==> src/rtl/spi_top.sv <==
`timescale 1ns/1ps
// SPI-slave LED controller. A mode-0 SPI master writes 24-bit frames
// {cmd, addr, payload} to set a 7-bit brightness per LED, or reads one back
// on miso during the payload phase of the same frame. Each LED is driven by
// a 128-cycle PWM. Everything runs on sysclk; the SPI pins are oversampled.
module spi_top #(
  parameter int unsigned NUM_LEDS     = 8,
  parameter int unsigned CMD_BITS     = 8,
  parameter int unsigned ADDR_BITS    = 8,
  parameter int unsigned PAYLOAD_BITS = 8,
  parameter int unsigned FRAME_BITS   = CMD_BITS + ADDR_BITS + PAYLOAD_BITS,
  parameter logic [CMD_BITS-1:0] CMD_NOP      = 8'h00,
  parameter logic [CMD_BITS-1:0] CMD_LED_SET  = 8'h01,
  parameter logic [CMD_BITS-1:0] CMD_LED_READ = 8'h02
) (
  input  logic sysclk,
  input  logic rst_n,
  input  logic sclk,
  input  logic cs,
  input  logic mosi,
  output logic miso,
  output logic led1,
  output logic led2,
  output logic led3,
  output logic led4,
  output logic led5,
  output logic led6,
  output logic led7,
  output logic led8
);

  localparam int unsigned BRIGHT_BITS = PAYLOAD_BITS - 1;
  localparam int unsigned HDR_BITS    = CMD_BITS + ADDR_BITS;
  localparam int unsigned CNT_W       = $clog2(FRAME_BITS + 1);

  // Synchronizer chains: [0] metastable stage, [1] synchronized, [2] previous
  // synchronized value used for edge detection.
  logic [2:0] sclk_sync_q;
  logic [2:0] cs_sync_q;
  logic [1:0] mosi_sync_q;

  logic sclk_rise;
  logic sclk_fall;
  logic cs_low;
  logic cs_fall;
  logic mosi_bit;

  // Frame reception state
  logic                    active_q;
  logic [CNT_W-1:0]        bit_cnt_q;
  logic [FRAME_BITS-2:0]   shift_q;
  logic [FRAME_BITS-1:0]   shift_next;
  logic                    sample;

  // Latched command, executed one sysclk after the last bit
  logic                    exec_q;
  logic [CMD_BITS-1:0]     cmd_q;
  logic [ADDR_BITS-1:0]    addr_q;
  logic [BRIGHT_BITS-1:0]  bright_new_q;

  // Read response
  logic                    is_read_q;
  logic [PAYLOAD_BITS-1:0] tx_q;
  logic                    miso_q;
  logic                    hdr_is_read;
  logic [ADDR_BITS-1:0]    hdr_addr;
  logic                    rd_hit;
  logic [BRIGHT_BITS-1:0]  rd_bright;
  logic [PAYLOAD_BITS-1:0] rd_word;

  // Brightness store and PWM
  logic [BRIGHT_BITS-1:0]  bright_q [NUM_LEDS];
  logic [BRIGHT_BITS-1:0]  pwm_q;
  logic [7:0]              led_vec;

  // Bring the asynchronous SPI pins into the sysclk domain. cs resets to the
  // "low" value so a frame already running at reset release shows no falling
  // edge and is therefore ignored until cs goes high and low again.
  always_ff @(posedge sysclk or negedge rst_n) begin
    if (!rst_n) begin
      sclk_sync_q <= '0;
      cs_sync_q   <= '0;
      mosi_sync_q <= '0;
    end else begin
      sclk_sync_q <= {sclk_sync_q[1:0], sclk};
      cs_sync_q   <= {cs_sync_q[1:0], cs};
      mosi_sync_q <= {mosi_sync_q[0], mosi};
    end
  end

  assign sclk_rise  = sclk_sync_q[1] & ~sclk_sync_q[2];
  assign sclk_fall  = ~sclk_sync_q[1] & sclk_sync_q[2];
  assign cs_low     = ~cs_sync_q[1];
  assign cs_fall    = ~cs_sync_q[1] & cs_sync_q[2];
  assign mosi_bit   = mosi_sync_q[1];

  assign shift_next = {shift_q, mosi_bit};
  assign sample     = active_q && sclk_rise && (bit_cnt_q < CNT_W'(FRAME_BITS));

  // After 16 bits the shifter holds {cmd, addr}; decode it for a read.
  assign hdr_is_read = (shift_next[HDR_BITS-1:ADDR_BITS] == CMD_LED_READ);
  assign hdr_addr    = shift_next[ADDR_BITS-1:0];

  // Look up the brightness addressed by the frame header (0 when out of range).
  always_comb begin
    rd_hit    = 1'b0;
    rd_bright = '0;
    for (int i = 0; i < NUM_LEDS; i++) begin
      if (hdr_addr == ADDR_BITS'(i)) begin
        rd_hit    = 1'b1;
        rd_bright = bright_q[i];
      end
    end
    rd_word = rd_hit ? {rd_bright, 1'b0} : '0;
  end

  // Shift in frame bits, latch the completed frame, and shift out read data.
  always_ff @(posedge sysclk or negedge rst_n) begin
    if (!rst_n) begin
      active_q     <= 1'b0;
      bit_cnt_q    <= '0;
      shift_q      <= '0;
      exec_q       <= 1'b0;
      cmd_q        <= '0;
      addr_q       <= '0;
      bright_new_q <= '0;
      is_read_q    <= 1'b0;
      tx_q         <= '0;
      miso_q       <= 1'b0;
    end else begin
      exec_q <= 1'b0;
      if (cs_fall) begin
        active_q  <= 1'b1;
        bit_cnt_q <= '0;
        shift_q   <= '0;
        is_read_q <= 1'b0;
        tx_q      <= '0;
        miso_q    <= 1'b0;
      end else if (!cs_low) begin
        // cs high: any partial frame is dropped without side effects
        active_q  <= 1'b0;
        is_read_q <= 1'b0;
        tx_q      <= '0;
        miso_q    <= 1'b0;
      end else if (active_q) begin
        if (sample) begin
          shift_q   <= shift_next[FRAME_BITS-2:0];
          bit_cnt_q <= bit_cnt_q + 1'b1;
          if (bit_cnt_q == CNT_W'(HDR_BITS - 1)) begin
            is_read_q <= hdr_is_read;
            tx_q      <= hdr_is_read ? rd_word : '0;
          end
          if (bit_cnt_q == CNT_W'(FRAME_BITS - 1)) begin
            cmd_q        <= shift_next[FRAME_BITS-1:HDR_BITS];
            addr_q       <= shift_next[HDR_BITS-1:PAYLOAD_BITS];
            bright_new_q <= shift_next[PAYLOAD_BITS-1:1];
            exec_q       <= 1'b1;
          end
        end
        // First falling edge after the header drives the response MSB
        if (sclk_fall && is_read_q && (bit_cnt_q >= CNT_W'(HDR_BITS))) begin
          miso_q <= tx_q[PAYLOAD_BITS-1];
          tx_q   <= {tx_q[PAYLOAD_BITS-2:0], 1'b0};
        end
      end
    end
  end

  assign miso = miso_q;

  // Execute the latched command; only a SET to a valid address changes state.
  always_ff @(posedge sysclk or negedge rst_n) begin
    if (!rst_n) begin
      for (int i = 0; i < NUM_LEDS; i++) begin
        bright_q[i] <= '0;
      end
    end else if (exec_q) begin
      case (cmd_q)
        CMD_LED_SET: begin
          for (int i = 0; i < NUM_LEDS; i++) begin
            if (addr_q == ADDR_BITS'(i)) begin
              bright_q[i] <= bright_new_q;
            end
          end
        end
        CMD_NOP, CMD_LED_READ: ;
        default: ;
      endcase
    end
  end

  // Free-running PWM phase counter, wraps naturally at 2^BRIGHT_BITS.
  always_ff @(posedge sysclk or negedge rst_n) begin
    if (!rst_n) begin
      pwm_q <= '0;
    end else begin
      pwm_q <= pwm_q + 1'b1;
    end
  end

  for (genvar i = 0; i < 8; i++) begin : g_led
    if (i < NUM_LEDS) begin : g_used
      assign led_vec[i] = (pwm_q < bright_q[i]);
    end else begin : g_unused
      assign led_vec[i] = 1'b0;
    end
  end

  assign led1 = led_vec[0];
  assign led2 = led_vec[1];
  assign led3 = led_vec[2];
  assign led4 = led_vec[3];
  assign led5 = led_vec[4];
  assign led6 = led_vec[5];
  assign led7 = led_vec[6];
  assign led8 = led_vec[7];

endmodule

==> config.mk <==
export PLATFORM = sky130hd
export DESIGN_NAME = spi_top
export DESIGN_NICKNAME = d
export VERILOG_FILES = /design/src/rtl/spi_top.sv
export SDC_FILE = /design/constraint.sdc
export NUM_CORES = 1
export LEC_CHECK = 0
export BUFFER_PORTS_ARGS = -buffer_cell sky130_fd_sc_hd__buf_2
export CAP_MARGIN = 0
export CORE_MARGIN = 3
export CORE_UTILIZATION = 40
export CTS_BUF_LIST = sky130_fd_sc_hd__clkbuf_8
export CTS_CLUSTER_DIAMETER = 60
export CTS_CLUSTER_SIZE = 30
export DETAILED_ROUTE_END_ITERATION = 7
export PLACE_DENSITY = 0.55
export REMOVE_ABC_BUFFERS = 1
export SLEW_MARGIN = 0
export SYNTH_ARGS = -nofsm -noshare
export SYNTH_HDL_FRONTEND = slang
export SYNTH_SLANG_ARGS = --single-unit
==> constraint.sdc <==
create_clock -name sysclk -period 2.29 [get_ports sysclk]
set_input_delay 0.1145 -clock sysclk [delete_from_list [all_inputs] [get_ports sysclk]]
set_output_delay 0.1145 -clock sysclk [all_outputs]
set_load 0.02 [all_outputs]
==> out/qor.txt <==
==================================================================================================
Outcome                                                                               finished, final reports clean
Die Outline Area                                                                         18600 µm²
Crit path DAT                                                                              2040 ps
Port-buffer cells                                                                               13
Layout cells sized above 1                                                                   0.277
Combined area of all synthesized cells                                                    6800 µm²
GP Congestion                                                                                0.804
Post-synth EDFFs                                                                                 0
LEAKAGE                                                                                 0.00353 µW
NetSw                                                                                      1010 µW
Detailed placement HPWL                                                                   10500 µm
Clock network power share                                                                    0.416
Floorplan core area                                                                      16600 µm²
Kind of launch point of the worst setup path                                             flip-flop
Row Count                                                                                       47
Worst-margin pin slew                                                                       558 ps
P per Cell Area                                                                         553 nW/µm²
Clock transition time at the flip-flop clock pins of the worst setup and hold paths          80 ps
Overall routing resource usage                                                               0.171
Setup skew after layout                                                                    10.8 ps
Ports                                                                                           14
TritonCTS Buffers                                                                               17
Path type of the worst min-delay path                                                  in -> async
Highest ir drop seen on vdd                                                                 296 µV
Final antenna-violating net count                                                                0
Critical path endpoint category                                                        output port
Clk Tree Root Cell                                                                    sky130_fd_sc_hd__clkbuf_8
Shortest period the worst path allows                                                      2160 ps
Sw Ratio                                                                                     0.236
Clock H-tree levels                                                                              4
Post-synthesis to final-layout area growth                                                   13.4%
Post-layout worst setup margin                                                              131 ps
Wire per inst                                                                              17.7 µm
Combinational Power Share                                                                    0.028
DRC violation count after routing                                                                0
Number of antenna violations at the first check in global routing                                0
Maximum number of pins on one net before global-route repair                                    73
Setup CP Type                                                                           reg -> out
Logic depth of the worst register-to-register path                                               6
Post-synthesis area per instance                                                          11.8 µm²
Ant diodes                                                                                       0
Chip Width                                                                                  136 µm
Clock latency reported for the late side of the worst-skew pair                             430 ps
Nets                                                                                           668
Routed vias                                                                                   4479
Die outline height                                                                          136 µm
Number of iterations in the first detailed-routing pass                                          5
Worst slack at placement                                                                    119 ps
First DRT Iteration DRCs                                                                       266
Final Cycle Share                                                                            0.943
Unrepaired setup endpoints after global routing                                                 no
Leading register cell type out of synthesis                                           sky130_fd_sc_hd__dfrtp_1
Count of maximum capacitance violations                                                          0
Maximum fanout along the worst path                                                              4
Vias in the first global route                                                                4626
Routed via count divided by cell count                                                        5.31
Wire length of the first global-routing pass                                              24600 µm
Sequential-to-total area share from yosys stat                                               0.490
Int Power                                                                                  3250 µW
YS warnings                                                                                      0
Synthesized flop and latch total                                                               133
TritonCTS clock tree                                                                         built
Number of clock sinks                                                                          133
Total negative slack for setup checks                                                         0 ps
Maximum buffer depth of the clock tree                                                           2
Core utilization of the finished layout                                                      0.465
Async set-or-reset flop fraction in the synthesized netlist                                   1.00
Hold violation total from the final report                                                       0
Total wire length after detailed routing                                                  14900 µm
Sequential share of power                                                                    0.556
Number of library cell types mapped by synthesis                                                47
Finish-stage setup viols                                                                         0
Global route overflow                                                                            0
Mapped Cells                                                                                   575
Required time worst endpoint                                                               2180 ps
Max Transition Viols Final                                                                       0
Normalized max-slew margin                                                                   0.628
FMAX                                                                                     0.463 GHz
Effective utilization at floorplan                                                           0.410
==================================================================================================
==> synthesized netlist by cell type, types with 4 or more instances <==
master,instances,area share
sky130_fd_sc_hd__a21oi_1,24,0.018
sky130_fd_sc_hd__nand2b_1,10,0.0092
sky130_fd_sc_hd__inv_1,55,0.030
sky130_fd_sc_hd__and3_1,4,0.0037
sky130_fd_sc_hd__nor2_1,20,0.011
sky130_fd_sc_hd__a22o_1,25,0.032
sky130_fd_sc_hd__dfrtp_1,133,0.49
sky130_fd_sc_hd__ha_1,52,0.096
sky130_fd_sc_hd__nand3_1,12,0.0088
sky130_fd_sc_hd__nand2_1,24,0.013
sky130_fd_sc_hd__mux2_2,82,0.14
sky130_fd_sc_hd__o221ai_1,6,0.0077
sky130_fd_sc_hd__o22ai_1,5,0.0046
sky130_fd_sc_hd__a31oi_1,12,0.011
sky130_fd_sc_hd__mux4_2,5,0.017
sky130_fd_sc_hd__or2_2,4,0.0037
sky130_fd_sc_hd__clkbuf_1,15,0.0083
sky130_fd_sc_hd__o21ai_0,15,0.011
sky130_fd_sc_hd__a22oi_1,4,0.0044
sky130_fd_sc_hd__xnor2_1,4,0.0052
sky130_fd_sc_hd__a21o_1,17,0.019
==> cells in the final DEF (no fill, tap or decap), drive strengths merged, types with 10 or more instances in the layout <==
| cell type | count |
|---|---|
| dfrtp | 133 |
| mux2 | 84 |
| inv | 57 |
| ha | 52 |
| buf | 35 |
| a22o | 25 |
| nand2 | 24 |
| a21oi | 24 |
| clkbuf | 21 |
| nor2 | 20 |
| a21o | 17 |
| o21ai | 15 |
| nand3 | 12 |
| a31oi | 12 |
| nand2b | 10 |
==> metal layers <==
metal  share of wire  up-vias  track usage
met3           0.034       11       0.0348
li1                -     2144            -
met1            0.48     2255        0.239
met2            0.48       69        0.269
met5               0        -            0
met4           0.011        0       0.0543
==> kinds of logic (layout without fill, tap and decap cells) <==
family	after synthesis	in the layout	synth area share
compound gates	118	118	0.120
xor+xnor	7	7	0.00902
fa+ha+maj	52	52	0.0957
buf+inv	77	126	0.0455
flops	133	133	0.490
mux	92	92	0.160
simple gates	96	96	0.0801
==> area by class of cell <==
class                      instances  area, µm²
inverter                          55        206
tap                              220        275
clock inverter                    11       77.6
sequential                       133       3330
multi-input combinational        365       3190
clock buffer                      21        289
timing repair buffer              39        335
fill                            1524       8870
==> registers in the layout, indices dropped and copies added, names as in the netlist <==
name	flops
pwm_q	7
miso	1
sclk_sync_q	3
exec_q	1
mosi_sync_q	2
tx_q	7
shift_q	23
addr_q	8
bit_cnt_q	5
active_q	1
cmd_q	8
bright_new_q	7
cs_sync_q	3
bright_q	56
is_read_q	1
==> power by group through the flow <==
stage	registers (µW)	clock network [µW]	logic (µW)
finish	2370	1770	120
global route	2370	1950	138
CTS	2370	1830	124
detailed placement	2410	0	118
global placement	2410	0	117
floorplan	2420	0	29.5
==> worst max-delay path, stage by stage, from the launching register on <==
cell and delay (ps):
sky130_fd_sc_hd__dfrtp_2 420, sky130_fd_sc_hd__buf_4 170, sky130_fd_sc_hd__ha_1 270, sky130_fd_sc_hd__a21o_1 170, sky130_fd_sc_hd__a21oi_1 140, sky130_fd_sc_hd__o21ai_0 100, sky130_fd_sc_hd__a31oi_1 170, sky130_fd_sc_hd__buf_4 160
==> path summary, 6_finish.rpt <==
kind | startpoint | endpoint | slack, ps
max in group asynchronous | rst_n | shift_q[16] | 1420
worst max-delay path | pwm_q[1] | led7 | 130
worst min register to register | sclk_sync_q[0] | sclk_sync_q[1] | 350
min in group sysclk | mosi | mosi_sync_q[0] | 320
worst min-delay path | rst_n | pwm_q[5] | 150
worst max register to register | bit_cnt_q[3] | bright_new_q[0] | 160
==> through the flow <==
step / hold slack, ps / power [µW] / cells / area (µm²)
2_1_floorplan: -181 / 2450 / 553 / 6690
3_3_place_gp: 56.9 / 2530 / 805 / 7210
3_5_place_dp: 57.4 / 2530 / 805 / 7210
4_1_cts: 142 / 4330 / 841 / 7620
5_1_grt: 161 / 4450 / 844 / 7710
6_report: 149 / 4260 / 844 / 7710
==> what timing repair did <==
| item | CTS | global route |
|---|---|---|
| pin swaps | 0 | 2 |
| hold buffers | 4 | 0 |
| setup buffers | 0 | 3 |
| gates resized for setup | 2 | 21 |
| setup endpoints to repair | 5 | 9 |
| hold endpoints to repair | 43 | 0 |
(Power assumes the default switching activity.)
